==> src/rtl/dbg_display_mux.sv <==
// Debug display mux: picks one of NCH channels for a 7-segment driver (manual, timed/stepped scan, freeze).
// Latency: outputs are registered, one edge after the sampled inputs.
// Backpressure: none; the display consumes every cycle.
module dbg_display_mux #(
  parameter int NCH        = 8,
  parameter int W          = 32,
  parameter int SELW       = 3,
  parameter int SCAN_TICKS = 100000000,
  parameter int HOLD_EN    = 1
) (
  input  logic                CLK100MHZ,
  input  logic                reset,
  input  logic [NCH*W-1:0]    ch_data,
  input  logic [NCH-1:0]      ch_valid,
  input  logic [SELW-1:0]     sel,
  input  logic [1:0]          mode,
  input  logic                step,
  output logic [31:0]         disp_data,
  output logic [SELW-1:0]     disp_ch,
  output logic                disp_valid,
  output logic                scan_tick
);

  localparam int CW = $clog2(SCAN_TICKS);

  typedef enum logic [1:0] {ST_MANUAL, ST_SCAN, ST_FROZEN} state_e;

  state_e            state_q, state_d;
  logic [SELW-1:0]   idx_q, idx_d;
  logic [CW-1:0]     cnt_q, cnt_d;
  logic              tick_q, tick_d;
  logic [31:0]       disp_data_q;
  logic [SELW-1:0]   disp_ch_q;
  logic              disp_vld_q;

  logic [SELW-1:0]   sel_c;
  logic [SELW-1:0]   idx_inc;
  logic [SELW-1:0]   cur;
  logic [NCH*W-1:0]  src_data;
  logic [NCH-1:0]    src_vld;
  logic [W-1:0]      cur_data;
  logic              cur_vld;

  // Out-of-range indices fall back to channel 0; the index wraps NCH-1 -> 0
  assign sel_c   = (32'(sel) < NCH) ? sel : '0;
  assign idx_inc = (32'(idx_q) == NCH - 1) ? '0 : idx_q + SELW'(1);

  if (HOLD_EN != 0) begin : g_hold
    logic [NCH*W-1:0] hold_q, hold_d;
    logic [NCH-1:0]   seen_q, seen_d;

    // Capture every valid sample; seen marks channels that have ever delivered one
    always_comb begin
      hold_d = hold_q;
      for (int i = 0; i < NCH; i++) begin
        if (ch_valid[i]) hold_d[i*W +: W] = ch_data[i*W +: W];
      end
      seen_d = seen_q | ch_valid;
    end

    // Hold registers keep loading in every state, including freeze
    always_ff @(posedge CLK100MHZ or negedge reset) begin
      if (!reset) begin
        hold_q <= '0;
        seen_q <= '0;
      end else begin
        hold_q <= hold_d;
        seen_q <= seen_d;
      end
    end

    // Display sees the value after this edge's load, so a sample shows one cycle later
    assign src_data = hold_d;
    assign src_vld  = seen_d;
  end else begin : g_nohold
    // Without hold, a channel shows its live data only while valid, zero otherwise
    always_comb begin
      src_data = '0;
      for (int i = 0; i < NCH; i++) begin
        if (ch_valid[i]) src_data[i*W +: W] = ch_data[i*W +: W];
      end
    end
    assign src_vld = ch_valid;
  end

  // Current-cycle state follows mode directly; 11 behaves as manual
  always_comb begin
    case (mode)
      2'b01:   state_d = ST_SCAN;
      2'b10:   state_d = ST_FROZEN;
      default: state_d = ST_MANUAL;
    endcase
  end

  // Scan index/counter control and choice of displayed channel
  always_comb begin
    idx_d  = idx_q;
    cnt_d  = cnt_q;
    tick_d = 1'b0;
    cur    = sel_c;
    if (state_d == ST_SCAN) begin
      if (state_q != ST_SCAN) begin
        idx_d = sel_c;
        cnt_d = '0;
      end else if (cnt_q == CW'(SCAN_TICKS - 1)) begin
        idx_d  = idx_inc;
        cnt_d  = '0;
        tick_d = 1'b1;
      end else if (step) begin
        idx_d = idx_inc;
        cnt_d = '0;
      end else begin
        cnt_d = cnt_q + CW'(1);
      end
      cur = idx_d;
    end
  end

  // Channel mux on the current index
  always_comb begin
    cur_data = '0;
    cur_vld  = 1'b0;
    for (int i = 0; i < NCH; i++) begin
      if (32'(cur) == i) begin
        cur_data = src_data[i*W +: W];
        cur_vld  = src_vld[i];
      end
    end
  end

  // State, scan registers and display registers; freeze simply stops the display loading
  always_ff @(posedge CLK100MHZ or negedge reset) begin
    if (!reset) begin
      state_q     <= ST_MANUAL;
      idx_q       <= '0;
      cnt_q       <= '0;
      tick_q      <= 1'b0;
      disp_data_q <= '0;
      disp_ch_q   <= '0;
      disp_vld_q  <= 1'b0;
    end else begin
      state_q <= state_d;
      idx_q   <= idx_d;
      cnt_q   <= cnt_d;
      tick_q  <= tick_d;
      if (state_d != ST_FROZEN) begin
        disp_data_q <= 32'(cur_data);
        disp_ch_q   <= cur;
        disp_vld_q  <= cur_vld;
      end
    end
  end

  assign disp_data  = disp_data_q;
  assign disp_ch    = disp_ch_q;
  assign disp_valid = disp_vld_q;
  assign scan_tick  = tick_q;

endmodule
==> config.mk <==
export PLATFORM = sky130hd
export DESIGN_NAME = dbg_display_mux
export DESIGN_NICKNAME = d
export VERILOG_FILES = /design/src/rtl/dbg_display_mux.sv
export SDC_FILE = /design/constraint.sdc
export NUM_CORES = 1
export LEC_CHECK = 0
export BUFFER_PORTS_ARGS = -buffer_cell sky130_fd_sc_hd__buf_2
export CORE_ASPECT_RATIO = 1.75
export CORE_UTILIZATION = 45
export CTS_BUF_LIST = sky130_fd_sc_hd__clkbuf_8
export CTS_CLUSTER_SIZE = 28
export DETAILED_ROUTE_END_ITERATION = 8
export MAX_ROUTING_LAYER = met4
export PLACE_DENSITY = 0.68
export SYNTH_ARGS = -nofsm -noshare
export SYNTH_HDL_FRONTEND = slang
export SYNTH_SLANG_ARGS = --single-unit
==> constraint.sdc <==
create_clock -name CLK100MHZ -period 4.5 [get_ports CLK100MHZ]
set_input_delay 0.225 -clock CLK100MHZ [delete_from_list [all_inputs] [get_ports CLK100MHZ]]
set_output_delay 0.225 -clock CLK100MHZ [all_outputs]
set_load 0.05 [all_outputs]
# Yosys cells after proc, flatten, opt, wreduce, memory -nomap -nowiden
# Cells that the tools add are included.
[word_totals]
in_bits = 272
out_inout_bits = 37
wordCells = 63
register_bits = 333
[op_classes]
n_reduce_logical = 1
n_addsub = 2
bitwise_logic = 1
n_eq_ne = 14
n_mux = 36
[op_table]
columns = ["operator", "n"]
rows = [
  ["2-to-1 mux 32 bit", 16],
  ["2-to-1 mux 27 bit", 3],
  ["adder 27 x 1 -> 27 bit (second input constant)", 1],
  ["== test 27 bit (second input constant)", 1],
  ["== test 3 bit (second input constant)", 5],
  ["2-to-1 mux 3 bit", 5],
  ["2-to-1 mux 1 bit", 11],
  ["OR 8 bit", 1],
  ["== test 3 x 2 -> 1 bit (second input constant)", 2],
  ["== test 2 x 1 -> 1 bit (second input constant)", 2],
  ["case mux 2 bit (2 select lines)", 1],
  ["adder 3 x 1 -> 3 bit (second input constant)", 1],
  ["== test 3 x 1 -> 1 bit (second input constant)", 1],
  ["zero test 3 bit", 1],
  ["== test 2 bit (second input constant)", 1],
  ["inequality test 2 x 1 -> 1 bit (second input constant)", 1],
  ["inequality test 2 bit (second input constant)", 1],
]

# Longest topological paths before layout
# Gate-level depths: netlist of run 1.
[logic_depth]
depth_word = 15
ltp_mapped = 12
depth_no_buf = 10

# Worst setup path after synthesis of run 1
# OpenSTA, ideal clock, no wires.
[synth_timing]
kind = "reg-to-reg"
from = "register cnt_q[8]"
to = "register disp_data_q[16], in the netlist disp_data[16]"
synth_period_minus_slack_ps = 2939
slack_ps = 1561
setup_time_ps = 126
required_ps = 4374
arrival_ps = 2813
n_path_buf = 1
path_stages_with_launch = 10
path_cell_list = "dfrtp_1 or4_1 nor4_4 a211oi_1 a211oi_4 nor2_4 buf_6 mux2_1 a211oi_1 o21ai_1"
[synth_between]
elab_chain_len = 13
elab_cells_between_ends = 20
cone_classes = "eq/ne (8); mux (11); reduce/logical (1)"
[synth_rtl]
columns = ["item", "line", "source"]
rows = [
  ["start: declaration", "30", "logic [CW-1:0] cnt_q, cnt_d;"],
  ["start signal: assignment", "144", "cnt_q <= cnt_d;"],
  ["== test 27 bit (*)", "105", "end else if (cnt_q == CW'(SCAN_TICKS - 1)) begin"],
  ["2-to-1 mux 3 bit (*)", "105", ""],
  ["2-to-1 mux 3 bit (*)", "102", "if (state_q != ST_SCAN) begin"],
  ["2-to-1 mux 3 bit (*)", "101", "if (state_d == ST_SCAN) begin"],
  ["zero test 3 bit", "124", "if (32'(cur) == i) begin"],
  ["2-to-1 mux 32 bit (7 in a row)", "124", ""],
  ["2-to-1 mux 32 bit (*)", "124", ""],
  ["end signal: assignment", "147", "disp_data_q <= 32'(cur_data);"],
  ["end: declaration", "32", "logic [31:0] disp_data_q;"],
]
# Every way passes the cells marked *; elsewhere a longest branch is shown, timed or not.
# A chain may end at the register's enable or synchronous reset.

# Worst setup path after layout of run 1
[layout_timing]
from = "register cnt_q[10]"
to = "register disp_data_q[10], in the netlist disp_data[10]"
# Same word-level chain as after synthesis.

==> results of run 1 <==
[worst max-delay path by stage]
stage,from,end,cells past startpoint
after floorplan,cnt_q[8]$_DFFE_PN0N_,disp_data[16]$_DFFE_PN0P_,9
after global routing,cnt_q[10]$_DFFE_PN0N_,disp_data[13]$_DFFE_PN0P_,9
after detailed placement,cnt_q[10]$_DFFE_PN0N_,disp_data[18]$_DFFE_PN0P_,9
after global placement,cnt_q[10]$_DFFE_PN0N_,disp_data[18]$_DFFE_PN0P_,9
after CTS,cnt_q[10]$_DFFE_PN0N_,disp_data[18]$_DFFE_PN0P_,9
final,cnt_q[10]$_DFFE_PN0N_,disp_data[10]$_DFFE_PN0P_,10
[state kept, by name, indices dropped and copies added (netlist names)]
signal	flops
g_hold.hold_q	256
disp_data	32
cnt_q	27
g_hold.seen_q	8
disp_ch	3
idx_q	3
state_q	2
disp_valid	1
scan_tick	1
[power groups by stage]
stage | sequential (mW) | combinational, mW | clock (mW)
6_report | 3.40 | 1.54 | 2.47
5_1_grt | 3.42 | 1.64 | 2.65
4_1_cts | 3.39 | 1.53 | 2.51
3_5_place_dp | 3.45 | 1.35 | 0
3_3_place_gp | 3.43 | 1.33 | 0
2_1_floorplan | 3.60 | 0.671 | 0
[per-stage QoR]
| stage | hold WS [ns] | instance area (sq um) | util, % | instances |
|---|---|---|---|---|
| floorplan | -0.07059 | 15160 | - | 1213 |
| global placement | 0.3453 | 17110 | 51.79 | 1866 |
| detailed placement | 0.3517 | 17110 | 51.79 | 1866 |
| CTS | 0.009986 | 20650 | 62.53 | 2205 |
| global route | 0.02223 | 20680 | 62.60 | 2215 |
| finish | 0.05562 | 20680 | 62.60 | 2215 |
[logic make-up after synthesis]
group,count (synthesis),share of synthesized area [%]
mux,317,23.68
xor+xnor,18,1.040
buf+inv,113,3.046
compound gates,202,9.156
simple gates,227,7.851
flops,333,54.98
fa+ha+maj,3,0.2477
[synth_stat cells (5+ instances only)]
cell       number
buf_1           5
and2_1          8
nand2_1        61
xor2_1         10
a211oi_1       47
o21ai_1        20
o31ai_1         6
mux2_4         18
mux2_2        238
buf_2           9
o22ai_1        11
a2bb2oi_1       7
nor3_1         52
o21ai_0        43
or3_1           7
dfrtp_1       333
o22a_1          5
or2_2           8
a221oi_1       24
inv_1          31
nor2_1         41
clkbuf_1       63
a21oi_1        16
nand3_1        11
xnor2_1         8
and3_1          5
mux2i_1        57
[layout make-up]
class | instances | area share, %
Timing Repair Buffer | 587 | 20.86
Clock buffer | 60 | 3.993
Inverter | 31 | 0.5627
Tap cell | 405 | 2.451
Sequential cell | 333 | 40.30
Multi-Input combinational cell | 767 | 31.00
Antenna cell | 10 | 0.1210
Clock inverter | 22 | 0.7140
[tightest hold or removal path, cell delays in order]
cell	delay (ns)
buf_2	0.14
o22ai_1	0.10
a21oi_1	0.14
[repair_timing]
item | in CTS | in global routing
hold buffers | 257 | 0
endpoints found under the hold margin | 363 | 0
gates resized for setup | 0 | 0
[routing by layer]
metal  vias up  part of all wire (%)  track usage [%]
met5         -                     0                -
met4         0                   7.4            21.77
met3       203                   4.4            3.960
met2       526                    52            52.19
met1      6149                    36            32.77
li1       5531                     -                -
==> results.ini, run 1 <==
[yosys]
syn_nets=1488
synth_seq_cells=333
netlist_top_cells_area=dfrtp_1, mux2_2, mux2i_1
yosysTopAreaCellShare_pct=54.98
synthFlopType=dfrtp_1
syn_area_per_cell_sq_um=12.49
netlist.top_cell.by_area=dfrtp_1
synth_async_sr_flop_share_pct=100.0
netlist_area_sq_um=15160
netlist_instances=1213
ys_seq_area_share_pct=54.98
yosysWarnings=0
synth_edf_count=0
synthDistinctLibCells=69

[global_route]
grt_max_degree=122
grt_overflow=0
grt_antenna_before_repair=10
grt_pass1_vias=13540
grt_pass1_wl_mm=76.80
track_usage_pct=30.61

[pwr]
ir_worst_vdd_uv=208.1
seq_power_share_pct=45.8
p_leak_nw=9.260
p_int_mw=5.266
p_switching_mw=2.142
switching_share_pct=28.92
p_comb_share_pct=20.8
p_clk_share_pct=33.3
fin_total_pwr_mw=7.409
power_density_nw_per_um2=358.3

[timing]
period_share_pct=82.61
report.final.slew_viol_count=0
fin_skew_ns=0.03618
setup_viol=0
hold_viol=0
fin_setup_tns_ns=0
fin_ws_ns=0.7826
slew_headroom_pct=29.47
fmax_ghz=0.2690
rsz0062_at_grt=no
worstMarginPinSlew_ns=1.049
final.min_clock_period_ns=3.717

[layout]
final_cell_mix=dfrtp_1, buf_2, dlygate4sd3_1
drive_gt1_share_pct=37.72
fillerInstances=2502
areaGrowthSynthToFinish_pct=36.44
mostFrequentLayoutCell=dfrtp_1
nets=2043
multiInputGateArea_sq_um=6410
regArea_sq_um=8333

[min_path]
hp-class=primary input to register
worstHoldPathCells=3
hold_path_end=idx_q[2]$_DFFE_PN0N_
worstHoldStart=sel[2]

[clocking]
cts_tree=yes
clk_path_buf_depth=3
insertion_delay_ns=0.59
post_cts_buffers=0
numCtsBuffers=48
root_buffer=clkbuf_8
clock-sinks=333
h-tree-depth=2
clk_pin_slew_worst_paths_ns=0.06

[setup_path]
rrSetupSlack_ns=0.78
r2r_cells=10
r2r_end=disp_data[10]$_DFFE_PN0P_
critPathSlowestCell=or3_2
path_max_fanout=18
critPathBufInv=2
crit_chain=or4b_1, nor4_2, a2111oi_0, or3_2, buf_4, nor3_4, buf_4, nand2_1, o21ai_0, o22ai_1
rr_startpoint=cnt_q[10]$_DFFE_PN0N_
cpPeakStageDelay_ns=0.70
startpoint_type=register
critPathTopFamily=simple AND/OR/NAND/NOR gates
crit_type=register to register
worstSetupEndpointType=register
crit_top_cell=buf_4
arrival_ns=4.19
required_ns=4.97

[floorplan]
fp.dieH_um=244.8
initial_core_util_pct=45.88
die_area_sq_um=34450
num_rows=88
ios=309
core-area_sq_um=33030
die_w_um=140.7

[flow_run]
drv_cap=0

[status]
status=completed

[route]
drt_iter0_drc=691
drc=0
routed_via_density=5.602
avgRoutedWirePerCell_um=22.78
routed-via-count=12410
wl_mm=50.46
drt_first_pass_iters=5
ant_nets=0

[placement]
dp_slack_ns=0.8046
gp_congestion=0.9120
post-dp-hpwl_mm=32.59
numPortBuffers=308

(Power assumes the default switching activity.)
==> run 2, diff against run 1 <==
- clock period: 4.5 -> 3.78 ns (I/O delays scaled with it)
==> run 2 against run 1 <==
Setup slack lost 0.47 ns. Critical endpoint is now disp_data[19]$_DFFE_PN0P_. Wire length grew 3.9%. Core utilization grew 0.73 points. Final area grew 1.2%. Sequential share of layout area shrank 0.47 points. Flip-flop and latch count is the same. Global-route usage grew 1.1 points. First-iteration DRC count grew 15%. Highest routed layer unchanged. Clock power grew 23%. Combinational power grew 22%. Critical path type unchanged. Register-to-register slack lost 0.47 ns. Fmax grew 7.1%.
==> results.ini, run 2 (synthesized netlist as in run 1, its figures left out) <==
[status]
status=completed

[setup_path]
crit_chain=or4b_1, nor4_2, a2111oi_0, or3_2, nor3_4, buf_4, a221oi_1, a211oi_1, o21ai_1
startpoint_type=register
crit_type=register to register
cpPeakStageDelay_ns=0.61  ; -0.09 ns
critPathSlowestCell=or3_2
worstSetupEndpointType=register
path_max_fanout=26  ; +8
arrival_ns=3.95  ; -0.24 ns
r2r_cells=9  ; -1
required_ns=4.26  ; -0.71 ns

[timing]
fin_skew_ns=0.02115  ; -0.01503 ns
fin_setup_tns_ns=0  ; unchanged
slew_headroom_pct=28.08  ; -1.4 points
period_share_pct=91.79  ; +9.2 points
timing.hold.ws_ns=0.08350  ; +0.02789 ns
rsz0062_at_grt=no
report.final.slew_viol_count=0  ; unchanged
worstMarginPinSlew_ns=1.078  ; +0.02840 ns
setup_viol=0  ; unchanged
fin_ws_ns=0.3102  ; -0.4724 ns
fmax_ghz=0.2882  ; +7.1%
final.min_clock_period_ns=3.470  ; -0.2476 ns
hold_viol=0  ; unchanged

[pwr]
ir_worst_vdd_uv=301.8  ; +45%
power_density_nw_per_um2=428.2  ; +20%
p_leak_nw=9.419  ; +1.7%

[floorplan]
ios=309  ; unchanged
die_area_sq_um=34450  ; unchanged
fp.dieH_um=244.8  ; unchanged
die_w_um=140.7  ; unchanged
num_rows=88  ; unchanged
initial_core_util_pct=45.88  ; unchanged
core-area_sq_um=33030  ; unchanged

[global_route]
grt_overflow=0  ; unchanged
grt_max_degree=118  ; -3.3%
grt_pass1_vias=13830  ; +2.2%
grt_antenna_before_repair=12  ; +2
grt_pass1_wl_mm=79.60  ; +3.6%
track_usage_pct=31.74  ; +1.1 points

[clocking]
clk_pin_slew_worst_paths_ns=0.07  ; about the same
post_cts_buffers=0  ; unchanged
cts_resized=0  ; unchanged
root_buffer=clkbuf_8
clk_path_buf_depth=3  ; unchanged
cts_tree=yes
h-tree-depth=2  ; unchanged
ctsHoldBuffers=259  ; +0.78%
insertion_delay_ns=0.60  ; about the same
clock-sinks=333  ; unchanged
numCtsBuffers=50  ; +4.2%

[layout]
regMostFlops=g_hold.hold_q
mostFrequentLayoutCell=dfrtp_1
areaGrowthSynthToFinish_pct=38.03
fin_cells=2245  ; +1.4%
largest_reg_flops=256  ; unchanged
drive_gt1_share_pct=38.24  ; +0.52 points
nets=2064  ; +1.0%
final_cell_mix=dfrtp_1, buf_2, dlygate4sd3_1

[route]
drt_first_pass_iters=5  ; unchanged
ant_nets=0  ; unchanged
drt_iter0_drc=797  ; +15%
avgRoutedWirePerCell_um=23.35  ; +2.5%
routed_via_density=5.639  ; +0.65%
wl_mm=52.41  ; +3.9%
routed-via-count=12660  ; +2.0%
drc=0  ; unchanged

[placement]
numPortBuffers=308  ; unchanged
dp.cells=1883  ; +0.91%
post-dp-hpwl_mm=33.65  ; +3.2%
dp_slack_ns=0.3779  ; -0.4268 ns
gp_congestion=0.9785  ; +7.3%

[min_path]
worstHoldPathCells=4  ; +1
hp-class=primary input to register

[flow_run]
drv_cap=0  ; unchanged

## run 2: changes by cell type in the layout (fill, tap and decap cells not counted), sizes merged
cell,delta
buf,+17
bufinv,-1
clkbuf,+5
clkinv,+1
clkinvlp,-2
diode,+2
dlygate4sd3,+2
inv,+6
## run 2: power by group
part           internal [mW]  total [mW]  switching (mW)
combinational          0.821        1.88            1.06
sequential              3.91        4.04           0.135
clock                   1.60        3.04            1.44
## run 2: through the flow
step	total power, mW	instance area (sq um)	utilization, %
finish	8.957	20920	63.33
global route	9.311	20920	63.33
CTS	8.957	20890	63.24
detailed placement	5.715	17270	52.29
global placement	5.681	17270	52.29
floorplan	5.084	15160	-
## run 2: critical path: cells and delay by family, from the launching register on
family                 cells  cell delay, ns
and+or+nand+nor            4            1.65
AOI/OAI and AO/OA          4            0.89
DFF                        1            0.42
buffers and inverters      1            0.38
## run 2: routing by layer
metal	part of all wire [%]	routed length, um	global-route usage [%]	vias to the layer above
met4	6.2	3244	19.60	0
met5	0	0	-	-
li1	-	-	-	5563
met3	5.7	2999	4.799	184
met2	52	27060	53.91	594
met1	36	19110	34.91	6318
## run 2: final timing paths
check,startpoint,end,slack [ns]
worst min register to register,g_hold.seen_q[4]$_DFF_PN0_,g_hold.seen_q[4]$_DFF_PN0_,0.45
min in group asynchronous,reset,g_hold.hold_q[84]$_DFF_PN0_,0.27
worst max-delay path,cnt_q[10]$_DFFE_PN0N_,disp_data[19]$_DFFE_PN0P_,0.31
worst min-delay path,step,cnt_q[19]$_DFFE_PN0N_,0.08
max in group asynchronous,reset,g_hold.hold_q[208]$_DFF_PN0_,2.52
worst max register to register,cnt_q[10]$_DFFE_PN0N_,disp_data[19]$_DFFE_PN0P_,0.31
## run 2: area by class of cell
class,count,area (sq um)
inverters,31,116.4
multi-input cells,767,6410
diodes,12,30.03
clock inverters,26,130.1
clock buffers,65,894.6
flip-flops and latches,333,8333
well taps,405,506.7
repair buffers,606,4499
fillers,2464,12110
==> run 3, diff against run 2 <==
- CORE_ASPECT_RATIO: 1.75 -> not set
==> run 3 against run 2 <==
Wire length shrank 5.1%. Fmax barely moved. Clock power decreased by 2%. Setup slack worse by 0.0021 ns. Critical path depth unchanged. First-iteration DRC count grew 19%. Final area about the same. Largest power group unchanged. Highest routed layer unchanged.
==> results.ini, run 3 (synthesized netlist as in run 1, its figures left out) <==
[route]
avgRoutedWirePerCell_um=21.82  ; -6.5%
routed-via-count=12530  ; -0.99%
drt_first_pass_iters=7  ; +2
met2_length_mm=24.17  ; -11%
ant_nets=0  ; unchanged
drc=0  ; unchanged
met3WireLength_mm=3.214  ; +7.2%
drt_iter0_drc=949  ; +19%
wl_met1_mm=20.34  ; +6.4%
top_layer_used=met4
wl_mm=49.72  ; -5.1%
routed_via_density=5.500  ; -2.5%

[setup_path]
startpoint_type=register
critPathBufInv=1  ; unchanged
crit_chain=or4b_1, nor4_2, a2111oi_0, or3_2, buf_12, mux2i_1, a221oi_1, a211oi_1, o21ai_1
critPathTopFamily=simple AND/OR/NAND/NOR gates
critPathSlowestCell=or3_2
startpoint=cnt_q[10]$_DFFE_PN0N_
path_max_fanout=20  ; -23%
required_ns=4.29  ; +0.03 ns
r2r_end=disp_data[18]$_DFFE_PN0P_
r2r_cells=9  ; unchanged
rrSetupSlack_ns=0.31  ; about the same
cpPeakStageDelay_ns=0.71  ; +0.10 ns
crit_type=register to register
rr_startpoint=cnt_q[10]$_DFFE_PN0N_
worst-path-stages=9  ; unchanged
arrival_ns=3.98  ; +0.03 ns
cp-endpoint=disp_data[18]$_DFFE_PN0P_
worstSetupEndpointType=register

[clocking]
clk_path_buf_depth=3  ; unchanged
h-tree-depth=2  ; unchanged
post_cts_buffers=0  ; unchanged
clk_pin_slew_worst_paths_ns=0.06  ; about the same
root_buffer=clkbuf_8
clock-sinks=333  ; unchanged
insertion_delay_ns=0.60  ; about the same
numCtsBuffers=57  ; +14%
cts_tree=yes

[timing]
period_share_pct=91.85  ; about the same
final.min_clock_period_ns=3.472  ; +0.002062 ns
hold_viol=0  ; unchanged
slew_headroom_pct=28.19  ; +0.11 points
setup_viol=0  ; unchanged
fin_skew_ns=0.02488  ; +0.003728 ns
worstMarginPinSlew_ns=1.077  ; -0.0004881 ns
report.final.slew_viol_count=0  ; unchanged
rsz0062_at_grt=no
fin_setup_tns_ns=0  ; unchanged
fmax_ghz=0.2880  ; about the same

[placement]
dp.cells=1917  ; +1.8%
gp_congestion=0.8943  ; -8.6%
post-dp-hpwl_mm=32.26  ; -4.1%
numPortBuffers=308  ; unchanged

[layout]
largest_reg_flops=256  ; unchanged
nets=2068  ; +0.19%
areaGrowthSynthToFinish_pct=38.08  ; about the same
mostFrequentLayoutCell=dfrtp_1
regMostFlops=g_hold.hold_q
fin_cells=2279  ; +1.5%
drive_gt1_share_pct=37.96  ; -0.27 points
final_cell_mix=dfrtp_1, buf_2, dlygate4sd3_1

[pwr]
seq_power_share_pct=45.4  ; +0.3 points
p_switching_mw=2.593  ; -1.3%
p_leak_nw=9.407  ; -0.12%
switching_share_pct=29.20  ; -0.12 points
p_int_mw=6.286  ; -0.71%
power_density_nw_per_um2=424.2  ; -0.92%
ir_worst_vdd_uv=229.5  ; -24%
p_comb_share_pct=21.1  ; about the same
p_clk_share_pct=33.5  ; -0.4 points

[global_route]
grt_pass1_vias=13360  ; -3.4%
grt_pass1_wl_mm=75.22  ; -5.5%
grt_max_degree=104  ; -12%
grt_overflow=0  ; unchanged
track_usage_pct=30.01  ; -1.7 points
grt_antenna_before_repair=8  ; -4

[min_path]
hp-class=primary input to register

[floorplan]
ios=309  ; unchanged
initial_core_util_pct=46.11  ; +0.23 points
die_w_um=185.5  ; +32%
core-area_sq_um=32870  ; -0.50%
die_area_sq_um=34420  ; about the same
fp.dieH_um=185.5  ; -24%
num_rows=66  ; -25%

[flow_run]
drv_cap=0  ; unchanged

[status]
status=completed

[run 3: cell count changes in the layout (fill, tap and decap cells not counted)]
cell,previous run,this run
clkbuf_8,65,62
diode_2,12,9
inv_8,0,1
clkinvlp_4,1,2
clkinv_1,0,1
clkinv_2,2,1
buf_4,34,31
inv_1,53,57
[run 3: timing repair]
item                                   CTS  global route
hold buffers                           259             0
gates resized for setup                  0             0
endpoints found under the hold margin  360             0
[run 3: metrics by stage]
step	hold slack (ns)	utilization [%]	power [mW]	area [sq um]	setup slack, ns
2_1_floorplan	-0.1066	-	5.084	15160	0.8414
3_3_place_gp	0.3121	52.63	5.678	17300	0.3808
3_5_place_dp	0.3031	52.63	5.712	17300	0.3289
4_1_cts	0.02479	63.61	8.896	20910	0.3085
5_1_grt	0.07927	63.67	9.266	20930	0.1164
6_report	0.06498	63.67	8.878	20930	0.3082
[run 3: final cells by class]
type,instances,area (sq um)
sequential,333,8333
clock buffer,62,853.3
clock inverter,32,162.7
fill,2543,11940
antenna,9,22.52
timing repair buffer,603,4477
tap,442,553.0
inverter,31,116.4
multi-input combinational,767,6410
[run 3: power by group through the flow]
stage | Sequential, mW | Clock (mW) | Combinational, mW
2_1_floorplan | 4.28 | 0 | 0.799
3_3_place_gp | 4.07 | 0 | 1.61
3_5_place_dp | 4.09 | 0 | 1.62
4_1_cts | 4.03 | 3.03 | 1.84
5_1_grt | 4.06 | 3.21 | 1.99
6_report | 4.03 | 2.97 | 1.87
[run 3: worst min-delay path by stage]
stage,from,end,cells after the start
2_1_floorplan,reset,cnt_q[0]$_DFFE_PN0N_,0
3_3_place_gp,reset,g_hold.hold_q[11]$_DFF_PN0_,1
3_5_place_dp,reset,g_hold.hold_q[11]$_DFF_PN0_,1
4_1_cts,step,cnt_q[19]$_DFFE_PN0N_,4
5_1_grt,step,cnt_q[19]$_DFFE_PN0N_,4
6_report,step,cnt_q[19]$_DFFE_PN0N_,4
[run 3: worst register-to-register path: cells and delay by family, from the launching register on]
family	cells	cell delay (ns)
compound gates	4	0.94
buf+inv	1	0.26
flops	1	0.42
mux	1	0.14
simple gates	3	1.61
[run 3: layer usage]
layer	track usage [%]	up-vias
met5	-	-
met4	13.42	0
met3	5.361	139
met2	48.21	568
met1	37.10	6255
li1	-	5572
